`src/rtl/riscv_i32_mem_responder_pkg.sv`:
```
// Shared types for the RISC-V memory responder: request/response bundles,
// the local sequencing state and the halfword-combine helper.
package riscv_i32_mem_responder_pkg;

  typedef enum logic [1:0] {
    ST_IDLE  = 2'd0,
    ST_RD_LO = 2'd1,
    ST_RD_HI = 2'd2,
    ST_RESP  = 2'd3
  } t_resp_state;

  typedef struct packed {
    logic [31:0] address;
    logic [3:0]  byte_enable;
    logic        write_enable;
    logic        read_enable;
    logic [31:0] write_data;
  } t_riscv_mem_access_req;

  // 'wait' is a reserved word, so the stall flag is named mem_wait here.
  typedef struct packed {
    logic        mem_wait;
    logic [31:0] read_data;
  } t_riscv_mem_access_resp;

  function automatic logic [31:0] join_halves(input logic [15:0] hi_half,
                                              input logic [15:0] lo_half);
    return {hi_half, lo_half};
  endfunction

endpackage

```
`src/rtl/riscv_i32_mem_responder.sv`:
```
// Services core fetch/data requests from a one-cycle-latency SRAM, turning the
// latency into wait cycles and stitching halfword-aligned 32-bit reads.
module riscv_i32_mem_responder
  import riscv_i32_mem_responder_pkg::*;
#(
  parameter int ADDR_WIDTH = 14
) (
  input  logic                  clk,
  input  logic                  reset_n,
  input  logic [31:0]           mem_access_req__address,
  input  logic [3:0]            mem_access_req__byte_enable,
  input  logic                  mem_access_req__write_enable,
  input  logic                  mem_access_req__read_enable,
  input  logic [31:0]           mem_access_req__write_data,
  output logic                  mem_access_resp__wait,
  output logic [31:0]           mem_access_resp__read_data,
  output logic                  sram_select,
  output logic                  sram_read_not_write,
  output logic [3:0]            sram_write_enable,
  output logic [ADDR_WIDTH-1:0] sram_address,
  output logic [31:0]           sram_write_data,
  input  logic [31:0]           sram_read_data
);

  t_riscv_mem_access_req  w_req;
  t_riscv_mem_access_resp w_resp;

  t_resp_state            r_state;
  logic [ADDR_WIDTH+1:0]  r_addr;
  logic [31:0]            r_data;
  logic [15:0]            r_lo;

  logic [ADDR_WIDTH-1:0]  w_req_idx;
  logic [ADDR_WIDTH-1:0]  w_lo_idx;
  logic [ADDR_WIDTH-1:0]  w_hi_idx;
  logic                   w_wait;
  logic                   w_sel;
  logic                   w_rnw;
  logic [3:0]             w_we;
  logic [ADDR_WIDTH-1:0]  w_addr;
  logic                   w_unused_bits;

  assign w_req = '{
    address:      mem_access_req__address,
    byte_enable:  mem_access_req__byte_enable,
    write_enable: mem_access_req__write_enable,
    read_enable:  mem_access_req__read_enable,
    write_data:   mem_access_req__write_data
  };

  // Bits above the SRAM window and the byte offset never select anything.
  assign w_unused_bits = ^{w_req.address[31:ADDR_WIDTH+2], r_addr[0]};

  assign w_req_idx = w_req.address[ADDR_WIDTH+1:2];
  assign w_lo_idx  = r_addr[ADDR_WIDTH+1:2];
  assign w_hi_idx  = w_lo_idx + {{(ADDR_WIDTH-1){1'b0}}, 1'b1};

  always_comb begin
    w_wait = 1'b1;
    w_sel  = 1'b0;
    w_rnw  = 1'b1;
    w_we   = 4'b0000;
    w_addr = w_req_idx;
    if (reset_n) begin
      case (r_state)
        ST_IDLE: begin
          if (w_req.write_enable) begin
            w_wait = 1'b0;
            w_sel  = 1'b1;
            w_rnw  = 1'b0;
            w_we   = w_req.byte_enable;
          end else if (w_req.read_enable) begin
            w_sel  = 1'b1;
          end else begin
            w_wait = 1'b0;
          end
        end
        ST_RD_LO: begin
          // Second word fetch only for a halfword-offset read still in progress.
          if (w_req.read_enable && r_addr[1]) begin
            w_sel  = 1'b1;
            w_addr = w_hi_idx;
          end
        end
        ST_RD_HI: begin
          w_wait = 1'b1;
        end
        ST_RESP: begin
          w_wait = 1'b0;
        end
        default: begin
          w_wait = 1'b1;
        end
      endcase
    end
  end

  always_ff @(posedge clk) begin
    if (!reset_n) begin
      r_state <= ST_IDLE;
      r_addr  <= '0;
      r_data  <= '0;
      r_lo    <= '0;
    end else begin
      case (r_state)
        ST_IDLE: begin
          if (!w_req.write_enable && w_req.read_enable) begin
            r_addr  <= w_req.address[ADDR_WIDTH+1:0];
            r_state <= ST_RD_LO;
          end
        end
        ST_RD_LO: begin
          if (!w_req.read_enable) begin
            r_state <= ST_IDLE;
          end else if (r_addr[1]) begin
            r_lo    <= sram_read_data[31:16];
            r_state <= ST_RD_HI;
          end else begin
            r_data  <= sram_read_data;
            r_state <= ST_RESP;
          end
        end
        ST_RD_HI: begin
          if (!w_req.read_enable) begin
            r_state <= ST_IDLE;
          end else begin
            r_data  <= join_halves(sram_read_data[15:0], r_lo);
            r_state <= ST_RESP;
          end
        end
        ST_RESP: begin
          r_state <= ST_IDLE;
        end
        default: begin
          r_state <= ST_IDLE;
        end
      endcase
    end
  end

  assign w_resp.mem_wait  = w_wait;
  assign w_resp.read_data = (reset_n && (r_state == ST_RESP)) ? r_data : 32'h0;

  assign mem_access_resp__wait      = w_resp.mem_wait;
  assign mem_access_resp__read_data = w_resp.read_data;
  assign sram_select                = w_sel;
  assign sram_read_not_write        = w_rnw;
  assign sram_write_enable          = w_we;
  assign sram_address               = w_addr;
  assign sram_write_data            = w_req.write_data;

endmodule

```
`config.mk`:
```
export PLATFORM = sky130hd
export DESIGN_NAME = riscv_i32_mem_responder
export DESIGN_NICKNAME = d
export VERILOG_FILES = /design/src/rtl/riscv_i32_mem_responder_pkg.sv /design/src/rtl/riscv_i32_mem_responder.sv
export SDC_FILE = /design/constraint.sdc
export NUM_CORES = 1
export LEC_CHECK = 0
export CAP_MARGIN = 10
export CORE_MARGIN = 2
export CORE_UTILIZATION = 30
export DETAILED_ROUTE_END_ITERATION = 8
export GPL_ROUTABILITY_DRIVEN = 0
export MAX_ROUTING_LAYER = met4
export PLACE_DENSITY_LB_ADDON = 0.2
export SLEW_MARGIN = 20
export SYNTH_ARGS = -nofsm -noshare
export SYNTH_HDL_FRONTEND = slang
export SYNTH_SLANG_ARGS = --single-unit
```
`constraint.sdc`:
```
create_clock -name clk -period 2.02 [get_ports clk]
set_clock_uncertainty 0.2 [all_clocks]
set_input_delay 0.303 -clock clk [delete_from_list [all_inputs] [get_ports clk]]
set_output_delay 0.303 -clock clk [all_outputs]
set_load 0.01 [all_outputs]
```
==> flow_summary_export.csv <==
group,metric,value,unit
power,p_comb_share,14.2,%
power,vdd_drop_max,0.4821,mV
yosys,ys_seq_area_share,35.22,%
floorplanning,initial_core_util,30.76,%
power,power.internal,2.600,mW
yosys,synthesis.area,0.003695,mm^2
layout,fillers,1179,
power,p_sw_share,23.49,%
grt,grt_max_degree,40,
critical_path,startpoint_type,"flip-flop",
layout,area_growth,46.22,%
power,seqPwrFrac,40.6,%
sta,final-max-slew-violation-count,0,
cts,cts_root_buf,"clkbuf_16",
layout,utilization,44.98,%
cts,clk_pin_slew,0.05,ns
floorplanning,core-area,0.01201,mm^2
yosys,synth_common_cells,"nand2_1, dfxtp_1, and2_1",
critical_path,slowest_stage,"dfxtp_2",
placement,dp_hpwl,6898,um
grt,globalRoute.totalOverflow,0,
sta,maxSlewHeadroom,74.06,%
grt,grt_pass1_wl,16590,um
cts,ctsHoldBuffers,0,
layout,multiInputGateArea,0.002155,mm^2
floorplanning,die_w,115.0,um
yosys,syn-num-nets,543,
cts,cts_buffers,9,
yosys,synth_top_area_cell,"dfxtp_1",
grt,grtUsageMet3,5.113,%
critical_path,timing_worst_setup_path_type,"reg -> out",
drt,vias_per_cell,4.784,
hold_path,hold_path_end,"r_lo[12]",
drt,finalWirelength,10240,um
cts,htreeDepth,3,
cts,clk_path_buf_depth,2,
cts,cts_tree,"yes",
critical_path,cp-end-kind,"output port",
power,p_per_area,628.9,mW/mm^2
floorplanning,die_h,115.0,um
sta,period_minus_slack,2.228,ns
critical_path,worstPathRequired,1.52,ns
yosys,yosysWarnings,0,
critical_path,r2r_end,"r_data[4]",
sta,worst_slew_pin_slew,0.3891,ns
yosys,synth_flop_cell,"dfxtp_1",
drt,wire_per_inst,14.74,um
yosys,synth-edff-count,0,
layout,num-nets-final,648,
power,cellLeakagePower,2.517,nW
power,power,3.398,mW
run,maxCapViolations,0,
cts,clk-insertion-delay-late,0.33,ns
sta,finalHoldViolCount,0,
floorplanning,rows,40,
critical_path,worst-path-buf-inv,3,
critical_path,slowest_delay,0.36,ns
yosys,synth_area_leaders,"dfxtp_1, nand2_1, mux2i_1, o211a_1, buf_4",
layout,diodes,0,
critical_path,cp_max_fo,2,
sta,period_share,110.3,%
yosys,syn_area_per_cell,8.436,um^2
drt,dr.first_iter.drc_count,108,
grt,first_global_vias,3332,
floorplanning,die_area,0.01322,mm^2
critical_path,reg2reg_depth,7,
sta,fmax,448.8,MHz
placement,port_buffers,107,
grt,track_usage,16.29,%
yosys,synth_top_area_share,35.22,%
sta,rsz0062_at_grt,"yes",
yosys,ys_ff_latch,65,
yosys,ys_async_sr_fraction,0,%
hold_path,min_from,"r_lo[12]",
critical_path,path_cells,"ha_4, nand4_1, buf_4, buf_6, nor4_4, xnor2_1, o21ai_1, buf_2",
yosys,synth_most_common_cell,"nand2_1",
layout,regArea,0.001310,mm^2
drt,first_pass_iters,6,
status,violations,"negative setup slack",
yosys,synthCells,438,
grt,antenna_found_initial,0,
layout,drive_gt1_share,23.91,%
hold_path,min_path_cells,2,
floorplanning,io_pins,189,
power,p_clk_share,45.3,%
yosys,yosys.cell_types.count,35,
sta,fin_ws,-0.2079,ns
power,netSwitchingPower,0.7982,mW
cts,numClockSinks,65,
drt,vias,3325,
grt,use_met2,26.04,%
grt,use_met1,20.11,%
drt,remaining_drc_errors,0,
status,status,"finished, violations left",
drt,ant_nets,0,
critical_path,rr_startpoint,"r_state[0]",
hold_path,hold_class,"reg -> reg",
critical_path,timing.critical_path.max_delay_family,"buffers and inverters",
critical_path,r2r_slack,0.28,ns
critical_path,critPathArrivalTime,1.72,ns
sta,setup_violations,8,
grt,busiest_layer,"met2",
## power groups by stage
| stage | Sequential, mW | Clock [mW] | Combinational [mW] |
|---|---|---|---|
| 2_1_floorplan | 1.40 | 0 | 0.293 |
| 3_3_place_gp | 1.40 | 0 | 0.473 |
| 3_5_place_dp | 1.40 | 0 | 0.478 |
| 4_1_cts | 1.38 | 1.60 | 0.476 |
| 5_1_grt | 1.39 | 1.64 | 0.527 |
| 6_report | 1.38 | 1.54 | 0.481 |
## how the worst max path moves through the flow
stage	to	from	depth (start not counted)
2_1_floorplan	sram_address[10]	r_addr[2]	5
5_1_grt	sram_address[12]	r_addr[2]	8
4_1_cts	sram_address[10]	r_addr[2]	7
3_3_place_gp	sram_address[13]	mem_access_req__read_enable	6
6_report	sram_address[12]	r_addr[2]	8
3_5_place_dp	sram_address[2]	mem_access_req__read_enable	6
## cells by family (layout without fill, tap and decap cells)
| logic type | after synthesis | count (layout) | share of synthesized area [%] |
|---|---|---|---|
| xor+xnor | 13 | 13 | 3.082 |
| mux | 33 | 33 | 8.974 |
| simple gates | 179 | 179 | 22.93 |
| fa+ha+maj | 1 | 1 | 0.3386 |
| buf+inv | 68 | 178 | 12.19 |
| flops | 65 | 65 | 35.22 |
| compound gates | 79 | 79 | 17.27 |
## routing by layer
layer	vias to the layer above	wire, um	share of wire [%]
met2	103	4785	47
li1	1647	-	-
met1	1564	4668	46
met5	-	0	0
met4	0	105	1.0
met3	11	683	6.7
## state kept, by name, indices dropped and copies added (netlist names)
name,cells
r_addr,15
r_data,32
r_lo,16
r_state,2
## through the flow
step | instance area [um^2] | std cells | hold WS, ns | setup WS, ns | setup TNS (ns)
after global routing | 5403 | 695 | 0.2705 | -0.2893 | -1.833
after detailed placement | 4908 | 671 | 0.2445 | -0.5036 | -8.962
after floorplan | 3695 | 438 | 0.2168 | 0.1467 | 0
final | 5403 | 695 | 0.2508 | -0.2079 | -1.082
after global placement | 4908 | 671 | 0.2407 | -0.4671 | -8.804
after CTS | 5316 | 693 | 0.2530 | -0.2699 | -1.404
## layout make-up
type | instances | share of cell area (%)
multi-input combinational | 305 | 39.88
timing repair buffer | 158 | 26.82
tap | 147 | 3.404
sequential | 65 | 24.25
inverter | 4 | 0.2779
clock inverter | 3 | 0.7411
clock buffer | 13 | 4.632
## worst register-to-register path: stages, from the launching register on
cell,delay [ns]
dfxtp_2,0.33
buf_6,0.11
buf_6,0.13
nor2b_4,0.14
buf_12,0.24
mux2i_1,0.29
nand2_1,0.08
o211a_1,0.12
## what timing repair did
action	4_1_cts	5_1_grt
cloned	1	0
setup buffers	6	3
pin swaps	18	14
resized for setup	147	49
endpoints found under the setup margin	53	31
## cells in the final DEF, fill, tap and decap left out, drive strengths merged, types with 2 or more instances in the layout
master,synthesis,final
dlygate4sd2,0,16
clkbuf,12,21
nor2,7,7
nand3,7,7
mux2i,32,32
nand4,2,2
o21ai,13,13
nor3b,2,2
clkdlybuf4s15,0,14
and2,36,36
inv,4,4
dfxtp,65,65
nor4,4,4
xnor2,12,12
nor3,2,2
clkdlybuf4s50,0,51
o21a,2,2
buf,52,68
a21boi,31,31
o211a,32,32
nand2,112,112
clkinv,0,2
Note: power is estimated with default switching activity, not from simulation.
==> RTL change 1, RTL diff (config.mk and constraints unchanged) <==
The parameter `ADDR_WIDTH` goes from 14 to 16.
--- a/src/rtl/riscv_i32_mem_responder.sv
+++ b/src/rtl/riscv_i32_mem_responder.sv
@@ -3,7 +3,7 @@
 module riscv_i32_mem_responder
   import riscv_i32_mem_responder_pkg::*;
 #(
-  parameter int ADDR_WIDTH = 14
+  parameter int ADDR_WIDTH = 16
 ) (
   input  logic                  clk,
   input  logic                  reset_n,
Ports: changed (resized sram_address); port bits go from 189 to 191. No check against the original RTL was run, so the function may have changed too.
==> RTL change 1 against the original RTL <==
The flow still finishes with violations (negative setup slack). Wire length increased by 17%. Largest power group unchanged. Highest routed layer unchanged. Cell count increased by 14%. First-iteration DRC count decreased by 1.9%. Maximum frequency increased by 3.1%. Count of clock-buffer cells in the layout unchanged. Global-route usage increased by 0.82 points. Design area increased by 8.1%. Clock power decreased by 5%. Sequential cell count increased by 2. Power decreased by 0.70%. Synthesized area increased by 7.7%. Worst setup slack improved by 0.066 ns. Critical path type unchanged. Die area increased by 7.4%.
==> RTL change 1: results (changes against the original RTL) <==
number of vias per cell 4.74 (-0.99%); layout cells sized above 1 34.6% (+11 points); First DRT Iteration DRCs 106 (-1.9%); largest net degree at the start of global routing 50 (+25%); fillers 1,277 (+8.3%); critical path data arrival time 1.66 ns (-0.06 ns); Post-Route WL 12.0 mm (+17%); mux cell area share after synthesis 0.283% (-8.7 points); post-synth net total 602 (+11%); outcome finished, violations left; Synth Area in Compound Gates 17.0% (-0.23 points); dpl cell area 0.00526 mm^2 (+7.1%); Reg2Reg Setup Slack 0.26 ns (-0.02 ns); Global Route Usage Sum 17.1% (+0.82 points); Synth area leaders dfxtp_1 34%, nand2_1 14%, o211a_1 8.1%; violated checks negative setup slack; Hold WC Path Type in -> reg; final worst slack -0.142 ns (+0.0664 ns); Final nets 719 (+11%); Synth Area in Adders 0.314% (-0.024 points); hold path start reset_n; P&R area growth vs syn 46.8%; synth cell count leaders 153 x nand2_1, 67 x dfxtp_1, 38 x and2_1; biggest regs r_data: 32 flops, r_addr: 17 flops, r_lo: 16 flops; Final Setup Violations 14 (+6); relative slew slack 67.0% (-7.1 points)
## RTL change 1: cell types whose count changed after synthesis, moves of 4 or more
cell and delta:
nand3_2 +30, nor3_1 +4, a21boi_0 +7, nand2_1 +42, a21boi_1 -5, buf_6 -4
mux2i_1 -32
## RTL change 1: cells by family (layout without fill, tap and decap cells)
| kind of cell | count (synthesis) | count (layout) |
|---|---|---|
| AO/OA/AOI/OAI | 85 | 85 |
| XOR/XNOR | 14 | 14 |
| adder cells (fa/ha/maj) | 1 | 1 |
| buffers and inverters | 73 | 194 |
| flip-flops | 67 | 67 |
| multiplexers | 1 | 1 |
| AND/OR/NAND/NOR | 256 | 256 |
## RTL change 1: metrics by stage
step / TNS, ns / cells / total power (uW) / hold slack (ns) / setup WS (ns)
2_1_floorplan: 0 / 497 / 1730 / 0.235 / 0.168
3_3_place_gp: -10.29 / 758 / 1920 / 0.244 / -0.554
3_5_place_dp: -10.58 / 758 / 1920 / 0.246 / -0.570
4_1_cts: -1.57 / 794 / 3410 / 0.238 / -0.162
5_1_grt: -2.33 / 794 / 3520 / 0.265 / -0.247
6_report: -1.11 / 794 / 3370 / 0.253 / -0.142
## RTL change 1: timing repair
action,4_1_cts,5_1_grt
setup endpoints to repair,55,41
pin swaps,26,8
gates cloned,4,1
setup buffers,17,2
resized for setup,271,30
## RTL change 1: final timing paths
kind,end,depth (start not counted)
hold reg to reg,r_lo[13],2
setup reg to reg,r_data[23],7
setup / recovery,sram_address[13],7
hold / removal,r_addr[1],3
## RTL change 1: layer usage
metal | vias to the layer above | wire (um) | GRT usage (%)
li1 | 1850 | - | -
met5 | - | 0 | -
met3 | 21 | 833 | 5.03
met1 | 1771 | 5090 | 19.1
met2 | 119 | 5830 | 29.2
met4 | 0 | 202 | 5.80
## RTL change 1: layout make-up
class | count | area share (%)
clock buffer | 13 | 4.63
clock inverter | 2 | 0.171
inverter | 5 | 0.321
multi-input combinational | 357 | 41.2
sequential | 67 | 23.2
tap | 176 | 3.77
timing repair buffer | 174 | 26.7
## RTL change 1: worst register-to-register path: cells and delay by family, from the launching register on
kind | cells | cell delay (ns)
flops | 1 | 0.34
simple gates | 2 | 0.34
compound gates | 2 | 0.34
buf+inv | 3 | 0.44
## RTL change 1: power breakdown
part	switching, uW	leakage, uW	internal, uW	total, uW
combinational	220	0.00208	271	490
clock	549	0.000141	920	1470
sequential	35.4	0.000550	1380	1420
==> RTL change 2, RTL diff (same settings) <==
Without the edit above. The 4 states of `t_resp_state` get a one-hot encoding in 4 bits.
--- a/src/rtl/riscv_i32_mem_responder_pkg.sv
+++ b/src/rtl/riscv_i32_mem_responder_pkg.sv
@@ -2,11 +2,11 @@
 // the local sequencing state and the halfword-combine helper.
 package riscv_i32_mem_responder_pkg;
 
-  typedef enum logic [1:0] {
-    ST_IDLE  = 2'd0,
-    ST_RD_LO = 2'd1,
-    ST_RD_HI = 2'd2,
-    ST_RESP  = 2'd3
+  typedef enum logic [3:0] {
+    ST_IDLE  = 4'b0001,
+    ST_RD_LO = 4'b0010,
+    ST_RD_HI = 4'b0100,
+    ST_RESP  = 4'b1000
   } t_resp_state;
 
   typedef struct packed {
Check against the original RTL: no difference found for any inputs over 10 cycles, from zero or initial values and one cycle with reset_n low; not proved beyond that.
==> RTL change 2 against the original RTL <==
The run still ends with negative setup slack left. Synthesized area shrank 1.1%. Non-clock buffer count grew 18. Wire length grew 12%. First-iteration DRC count shrank 7.4%. Worst setup slack gained 0.033 ns. Hold slack lost 0.013 ns. Power grew 1.7%. Core utilization grew 3.7 points. Design area grew 7.7%. Sequential cell count grew 2. Critical path type unchanged. Largest power group unchanged. Highest routed layer unchanged.
==> RTL change 2: results (changes against the original RTL) <==
Avg WL per Cell 17.0 um (+16%); vias in the first global route 3,431 (+3.0%); Crit Path Max Fanout 3 (+1); synth warn 0 (unchanged); Final Setup Violations 85 (+77); sum of negative setup slack -9.59 ns (-8.51 ns); Global Route Usage Sum 18.7% (+2.4 points); Final nets 627 (-3.2%); biggest regs r_data: 32 flops, r_lo: 16 flops, r_addr: 15 flops; post-synth net total 499 (-8.1%); Synth Area in Compound Gates 15.7% (-1.6 points); xor/xnor cell area share of the yosys netlist 3.12% (+0.035 points); worst vdd ir 460 uV (-4.7%); async set-reset flop share out of synthesis 0% (unchanged); Synth cell types 32 (-8.6%); first-pass GRT wire length 18.3 mm (+10%); Synth area leaders dfxtp_1 37%, mux2i_1 13%, o211a_1 8.8%; non-filler cells, final 674 (-3.0%); Leakage 0.00287 uW (+14%); Syn Area/Cell 9.27 um^2 (+9.9%); pre-CTS setup slack -0.527 ns (-0.0229 ns); H-tree depth 3 (unchanged); First DRT Iteration DRCs 100 (-7.4%); relative slew slack 67.9% (-6.2 points); clk buf depth 2 (unchanged); Synth Area in Adders 0.342% (+0.0038 points); dpl cell area 0.00486 mm^2 (-1.1%); root buf cell clkbuf_16; largest net degree at the start of global routing 49 (+23%); # diodes 0 (unchanged); delay-heaviest family, CP simple AND/OR/NAND/NOR gates; DR pass1 iterations 4 (-2); Net Sw Frac 22.6% (-0.86 points); placed wire-length estimate 6.47 mm (-6.1%); Num CTS Buffers 9 (unchanged); Hold WC Path Type in -> reg; fillers 1,139 (-3.4%); synth cell count leaders 67 x dfxtp_1, 50 x nand2_1, 48 x mux2i_1; main flop type after synthesis dfxtp_1; violated checks negative setup slack; Critical Path Max Stage Delay 0.32 ns (-0.04 ns); CP max stage cell dfxtp_2; # port buffers 107 (unchanged); via count 3,276 (-1.5%); layout cells sized above 1 41.9% (+18 points); CTS clock-pin slew for the worst setup and hold paths around 0.06 ns; footprint of the multi-input gates 0.00224 mm^2 (+4.0%); final worst slack -0.175 ns (+0.0329 ns); Cells after DPL 627 (-6.6%); Clock Latency Late Sink 0.33 ns (about the same); mux cell area share after synthesis 13.5% (+4.5 points); critical path data arrival time 1.69 ns (-0.03 ns); initial antenna violation count 0 (unchanged); outcome finished, violations left; Seq/Total Area, Yosys 36.7% (+1.5 points)
RTL change 2: cell types whose count changed in the layout (fill, tap and decap cells not counted), sizes merged, moves of 11 or more:
cell / unedited run / this run
a22o: 0 / 15
dlygate4sd2: 16 / 1
mux2i: 32 / 48
nand2: 112 / 50
clkbuf: 21 / 10
buf: 68 / 123
a21boi: 31 / 2
clkdlybuf4s15: 14 / 0
nor2b: 1 / 19
RTL change 2: power groups by stage:
stage / registers, uW / clock network [uW] / logic [uW]
floorplan: 1390 / 0 / 184
global placement: 1380 / 0 / 344
detailed placement: 1380 / 0 / 346
CTS: 1360 / 1770 / 369
global route: 1360 / 1830 / 412
finish: 1360 / 1720 / 382
RTL change 2: routing by layer:
metal,up-vias,track usage (%),part of all wire (%)
li1,1600,-,-
met1,1564,22.3,44
met2,92,30.7,50
met3,20,4.71,4.9
met4,0,6.26,1.6
met5,-,-,0
RTL change 2: what timing repair did:
item,in CTS,in global routing
setup buffers,19,5
endpoints found under the setup margin,85,85
hold endpoints to repair,0,0
resized for setup,340,35
pin swaps,28,13
gates cloned,12,0
RTL change 2: cell type report:
cell class,instances,area share [%]
clock buffers,10,4.11
well taps,147,3.16
multi-input cells,263,38.5
flip-flops and latches,67,23.5
clock inverters,6,1.48
repair buffers,176,28.9
inverters,5,0.323
RTL change 2: final timing paths:
path                                    endpoint        from  cells after the start  slack [ns]
worst max-delay path            sram_address[12]   r_addr[8]                      6       -0.18
worst min-delay path                  r_state[0]     reset_n                      4        0.24
worst max register to register        r_data[18]  r_state[2]                      8       -0.15
worst min register to register        r_data[27]  r_data[27]                      1        0.28
